**config.mk**
```make
export PLATFORM = sky130hd
export DESIGN_NAME = ifetch
export DESIGN_NICKNAME = d
export VERILOG_FILES = /design/src/rtl/ifetch.sv
export SDC_FILE = /design/constraint.sdc
export NUM_CORES = 1
export LEC_CHECK = 0
export ABC_AREA = 1
export BUFFER_PORTS_ARGS = -buffer_cell sky130_fd_sc_hd__buf_2
export CORE_MARGIN = 2
export CORE_UTILIZATION = 50
export CTS_BUF_LIST = sky130_fd_sc_hd__clkbuf_4
export CTS_CLUSTER_SIZE = 20
export DETAILED_ROUTE_END_ITERATION = 10
export GPL_ROUTABILITY_DRIVEN = 1
export HOLD_SLACK_MARGIN = 0.15
export PLACE_DENSITY_LB_ADDON = 0.08
export RECOVER_POWER = 100
export SETUP_SLACK_MARGIN = 0.4
export SLEW_MARGIN = 20
export SYNTH_ARGS = -nofsm -noshare
export SYNTH_HDL_FRONTEND = slang
export SYNTH_SLANG_ARGS = --single-unit
```
**constraint.sdc**
```tcl
create_clock -name clk -period 7.9 [get_ports clk]
set_clock_uncertainty 0.2 [all_clocks]
set_input_delay 0.79 -clock clk [delete_from_list [all_inputs] [get_ports clk]]
set_output_delay 0.79 -clock clk [all_outputs]
set_load 0.005 [all_outputs]
```
**src/rtl/ifetch.sv**
```systemverilog
// Instruction fetch unit: issues sequential word reads to a synchronous instruction
// memory and buffers up to two returned words for decode, with redirect flush.
module ifetch #(
  parameter logic [31:0] RESET_PC = 32'h0000_0000
) (
  input  logic        clk,
  input  logic        rst,
  output logic        ncs,
  output logic        nwr,
  output logic [9:0]  addr,
  output logic [31:0] din,
  input  logic [31:0] dout,
  input  logic        redirect,
  input  logic [31:0] redirect_pc,
  output logic        instr_valid,
  output logic [31:0] instr,
  output logic [31:0] instr_pc,
  input  logic        instr_ready
);

  logic [31:0] pc;
  logic [31:0] tag;
  logic        inflight;
  logic [1:0]  count;
  logic [31:0] head_instr, head_pc;
  logic [31:0] tail_instr, tail_pc;

  logic        pop;
  logic        push;
  logic        issue;
  logic [2:0]  occupancy;
  logic [1:0]  unused_redirect_bits;

  assign unused_redirect_bits = redirect_pc[1:0];

  // Occupancy counts queued words plus the read still in flight, so the
  // queue can never overflow when the outstanding word arrives.
  assign pop       = instr_valid & instr_ready;
  assign push      = inflight & ~redirect;
  assign occupancy = {1'b0, count} + {2'b00, inflight} - {2'b00, pop};
  assign issue     = ~rst & ~redirect & (occupancy < 3'd2);

  assign ncs         = ~issue;
  assign nwr         = 1'b1;
  assign din         = 32'h0000_0000;
  assign addr        = pc[11:2];
  assign instr_valid = (count != 2'd0);
  assign instr       = head_instr;
  assign instr_pc    = head_pc;

  always_ff @(posedge clk or posedge rst) begin
    if (rst) begin
      pc       <= RESET_PC;
      tag      <= 32'h0000_0000;
      inflight <= 1'b0;
    end else if (redirect) begin
      pc       <= {redirect_pc[31:2], 2'b00};
      inflight <= 1'b0;
    end else if (issue) begin
      pc       <= pc + 32'd4;
      tag      <= pc;
      inflight <= 1'b1;
    end else begin
      inflight <= 1'b0;
    end
  end

  // Two-entry queue held as head/tail registers so decode always sees a
  // registered word rather than the raw memory bus.
  always_ff @(posedge clk or posedge rst) begin
    if (rst) begin
      count      <= 2'd0;
      head_instr <= 32'h0000_0000;
      head_pc    <= 32'h0000_0000;
      tail_instr <= 32'h0000_0000;
      tail_pc    <= 32'h0000_0000;
    end else if (redirect) begin
      count <= 2'd0;
    end else begin
      case ({push, pop})
        2'b10: begin
          if (count == 2'd0) begin
            head_instr <= dout;
            head_pc    <= tag;
          end else begin
            tail_instr <= dout;
            tail_pc    <= tag;
          end
          count <= count + 2'd1;
        end
        2'b01: begin
          head_instr <= tail_instr;
          head_pc    <= tail_pc;
          count      <= count - 2'd1;
        end
        2'b11: begin
          if (count == 2'd1) begin
            head_instr <= dout;
            head_pc    <= tag;
          end else begin
            head_instr <= tail_instr;
            head_pc    <= tail_pc;
            tail_instr <= dout;
            tail_pc    <= tag;
          end
        end
        default: begin
        end
      endcase
    end
  end

endmodule
```
==> summary.txt <==
Routing
  – Iteration-0 DRC Markers: approximately 500
  – DRT antenna net count: 0
  – Drt first pass iters: 5
  – DR DRC count: 0
  – Post-DR wirelength/cell: about 14 um
  – Via/cell ratio: between 4 and 5
  – Via count: ~7500
  – Routed WL: roughly 21000 um

Layout
  – Fill count: ~1800
  – Most frequent cells in the layout: nand2_1 (283), dfrtp_1 (187), nor2_1 (144), inv_1 (130), nand3_1 (123)
  – Layout Cells excl Fill: between 1500 and 2000
  – P&R area growth vs syn: 8.119%
  – Most common cell after layout, fill and taps aside: nand2_1
  – Ratio of cells with drive above 1 in the final layout: 0.1192
  – Final #Nets: roughly 1300

Pwr
  – Share of total power in sequential cells: 0.494
  – Clock share of power: 0.158
  – Tot Pwr: about 0.0034 W
  – Sw Pwr: about 0.0013 W
  – Peak supply drop: 0.1581 mV
  – Comb pwr share: 0.347
  – Internal: 0.002047 W
  – Leakage: 4.825 nW
  – Pwr Density: between 300 and 400 nW/um2
  – Net Sw Frac: 0.3924

Logic synthesis
  – EDFF count, synth: 0
  – Syn avg cell area: slightly below 8 um2
  – Ys flop type: dfrtp_1
  – Synth unique cells: 27
  – Async set-reset flop share out of synthesis: 1.000
  – Post-Syn Area: 9246 um2
  – Warnings, synthesis: 0
  – Sequential area share after synthesis: 0.5061
  – Flops & latches, synth: around 190
  – Cell count after synthesis: 1178

Timing
  – Fin worst setup slack: between 2000 and 2500 ps
  – Hold Violations, Final: 0
  – Setup TNS: 0 ps
  – Final Max Slew Viols: between 200 and 300
  – Fmax: 182.4 MHz
  – RSZ-0062 raised after global routing: false
  – Slew HR: -1.341
  – Worst slew pin tran: 3511 ps
  – Fin crit share: 0.6940
  – Tmin final: about 5500 ps
  – Final setup viols: 0

Global route
  – Vias in the first global route: roughly 7000
  – Antenna violations before repair: 1
  – Largest net degree at the start of global routing: roughly 120
  – GRT Overall Usage: 0.2195
  – First-pass GRT wire length: roughly 35000 um
  – Overflow after GRT: 0

Critical path
  – Crit-path max FO: 64
  – CP max stage delay: ~1900 ps
  – Cell mode on critical path: clkbuf_1
  – Worst path required time: 8030 ps
  – Slowest cell on crit path: clkbuf_1
  – Setup crit start kind: input pin
  – Worst r2r dst: tail_pc[9]
  – CP Capture Point: tail_pc[9]
  – Reg2Reg Setup Slack: 2550 ps
  – CP cell instances: buf_2 > inv_4 > nand2_1 > a211oi_4 > clkbuf_1 > clkbuf_1 > o21ai_0
  – Critical path type: in -> reg
  – FF-to-FF Start: count[1]
  – Critical path startpoint: redirect
  – Worst EP arrival: roughly 5600 ps
  – R2R cell count: 6
  – Worst setup EP type: flip-flop

Placement
  – Setup WS pre-CTS: about 3700 ps
  – Gpl congestion: ~0.87
  – # port buffers: around 140
  – Post-DP HPWL: about 14000 um
  – Placed insts: around 1500

CTS
  – Clk root buf: clkbuf_4
  – CTS H-tree lvls: 4
  – Clock slew at reported path FFs: 170 ps
  – CTS buffer count: 17
  – Worst skew pair latency: 560 ps
  – Clock sinks: roughly 190
  – CTS Buffer Depth: 2
  – Hold buffer count at CTS: 1
  – CTS tree: built
  – CTS resizes: 0
  – Setup bufs post-CTS: 0

Floorplanning
  – Initial Util: 0.5130
  – Die height: 140.0 um
  – DIE WIDTH: 140.0 um
  – Core footprint: between 15000 and 20000 um2
  – Die area: between 15000 and 20000 um2
  – Site row count: 49
  – I/O pin count: around 180

Outcome
  – Outcome: complete, but fails checks
  – Failing checks: capacitance limit, slew limit

Hold path
  – Hold/Removal Path Class: in -> async

Job
  – MaxCap Viol Count: 4
critical path: cells and delay by family:
family	cells	cell delay (ps)
AND/OR/NAND/NOR	1	160
AO/OA/AOI/OAI	2	420
buffers and inverters	4	4180
metal layers:
metal  routed length [um]  global-route usage  vias to the layer above
met5                    0                   0                        -
met2                 9508              0.3397                      211
met1                10340              0.3237                     3425
li1                     -                   -                     3874
met4                  261             0.05947                        0
met3                 1095             0.03487                       22
cell families (layout without fill, tap and decap cells):
| family | after synthesis | count (layout) | share of synthesized area |
|---|---|---|---|
| other cells | 2 | 36 | 0.0008122 |
| flops | 187 | 187 | 0.5061 |
| fa+ha+maj | 5 | 5 | 0.007578 |
| buf+inv | 240 | 313 | 0.1265 |
| simple gates | 565 | 565 | 0.2502 |
| compound gates | 179 | 179 | 0.1088 |
per-stage QoR:
stage          hold WS (ps)  instance area, um2  utilization
2_1_floorplan         275.0                9370            -
3_3_place_gp          297.6                9767       0.5419
3_5_place_dp          301.8                9767       0.5419
4_1_cts               163.1               10070       0.5584
5_1_grt               164.4                9997       0.5546
6_report              191.4                9997       0.5546
layout make-up:
class                   count  area, um2  share of cell area
well taps                 229      286.5             0.02866
multi-input cells         784       3526              0.3527
repair buffers            148      704.4             0.07046
inverters                 133      509.2             0.05094
clock inverters            13      146.4             0.01464
flip-flops and latches    187       4679              0.4681
diodes                      1      2.502           0.0002503
clock buffers              19      142.6             0.01427
registers in the layout, summed over array words and instances, names as in the netlist:
register,count
instr,32
instr_pc,30
pc,30
tag,30
inflight,1
tail_pc,30
count,2
tail_instr,32
power groups by stage:
stage          sequential, W  clock [W]  combinational, W
2_1_floorplan        0.00164          0          0.000857
3_3_place_gp         0.00167          0           0.00118
3_5_place_dp         0.00169          0           0.00121
4_1_cts              0.00166   0.000549           0.00122
5_1_grt              0.00173   0.000588           0.00135
6_report             0.00167   0.000534           0.00117
worst min-delay path by stage:
stage,to
final,instr[27]
after detailed placement,tag[12]
after global routing,pc[6]
after floorplan,tag[10]
after global placement,tag[7]
after CTS,pc[4]
synth_stat cells, types with 6 or more instances:
cell type / instances / share of area
nand2_1: 284 / 0.12
dfrtp_1: 187 / 0.51
nor2_1: 143 / 0.058
inv_1: 131 / 0.053
nand3_1: 123 / 0.067
a31oi_1: 62 / 0.042
o21ai_0: 54 / 0.029
buf_4: 48 / 0.039
buf_2: 39 / 0.021
a21oi_1: 29 / 0.016
o21ai_1: 26 / 0.014
clkbuf_1: 14 / 0.0057
o211ai_1: 7 / 0.0057
nor2_2: 6 / 0.0041
No activity file was read; power rests on OpenSTA's default activity.
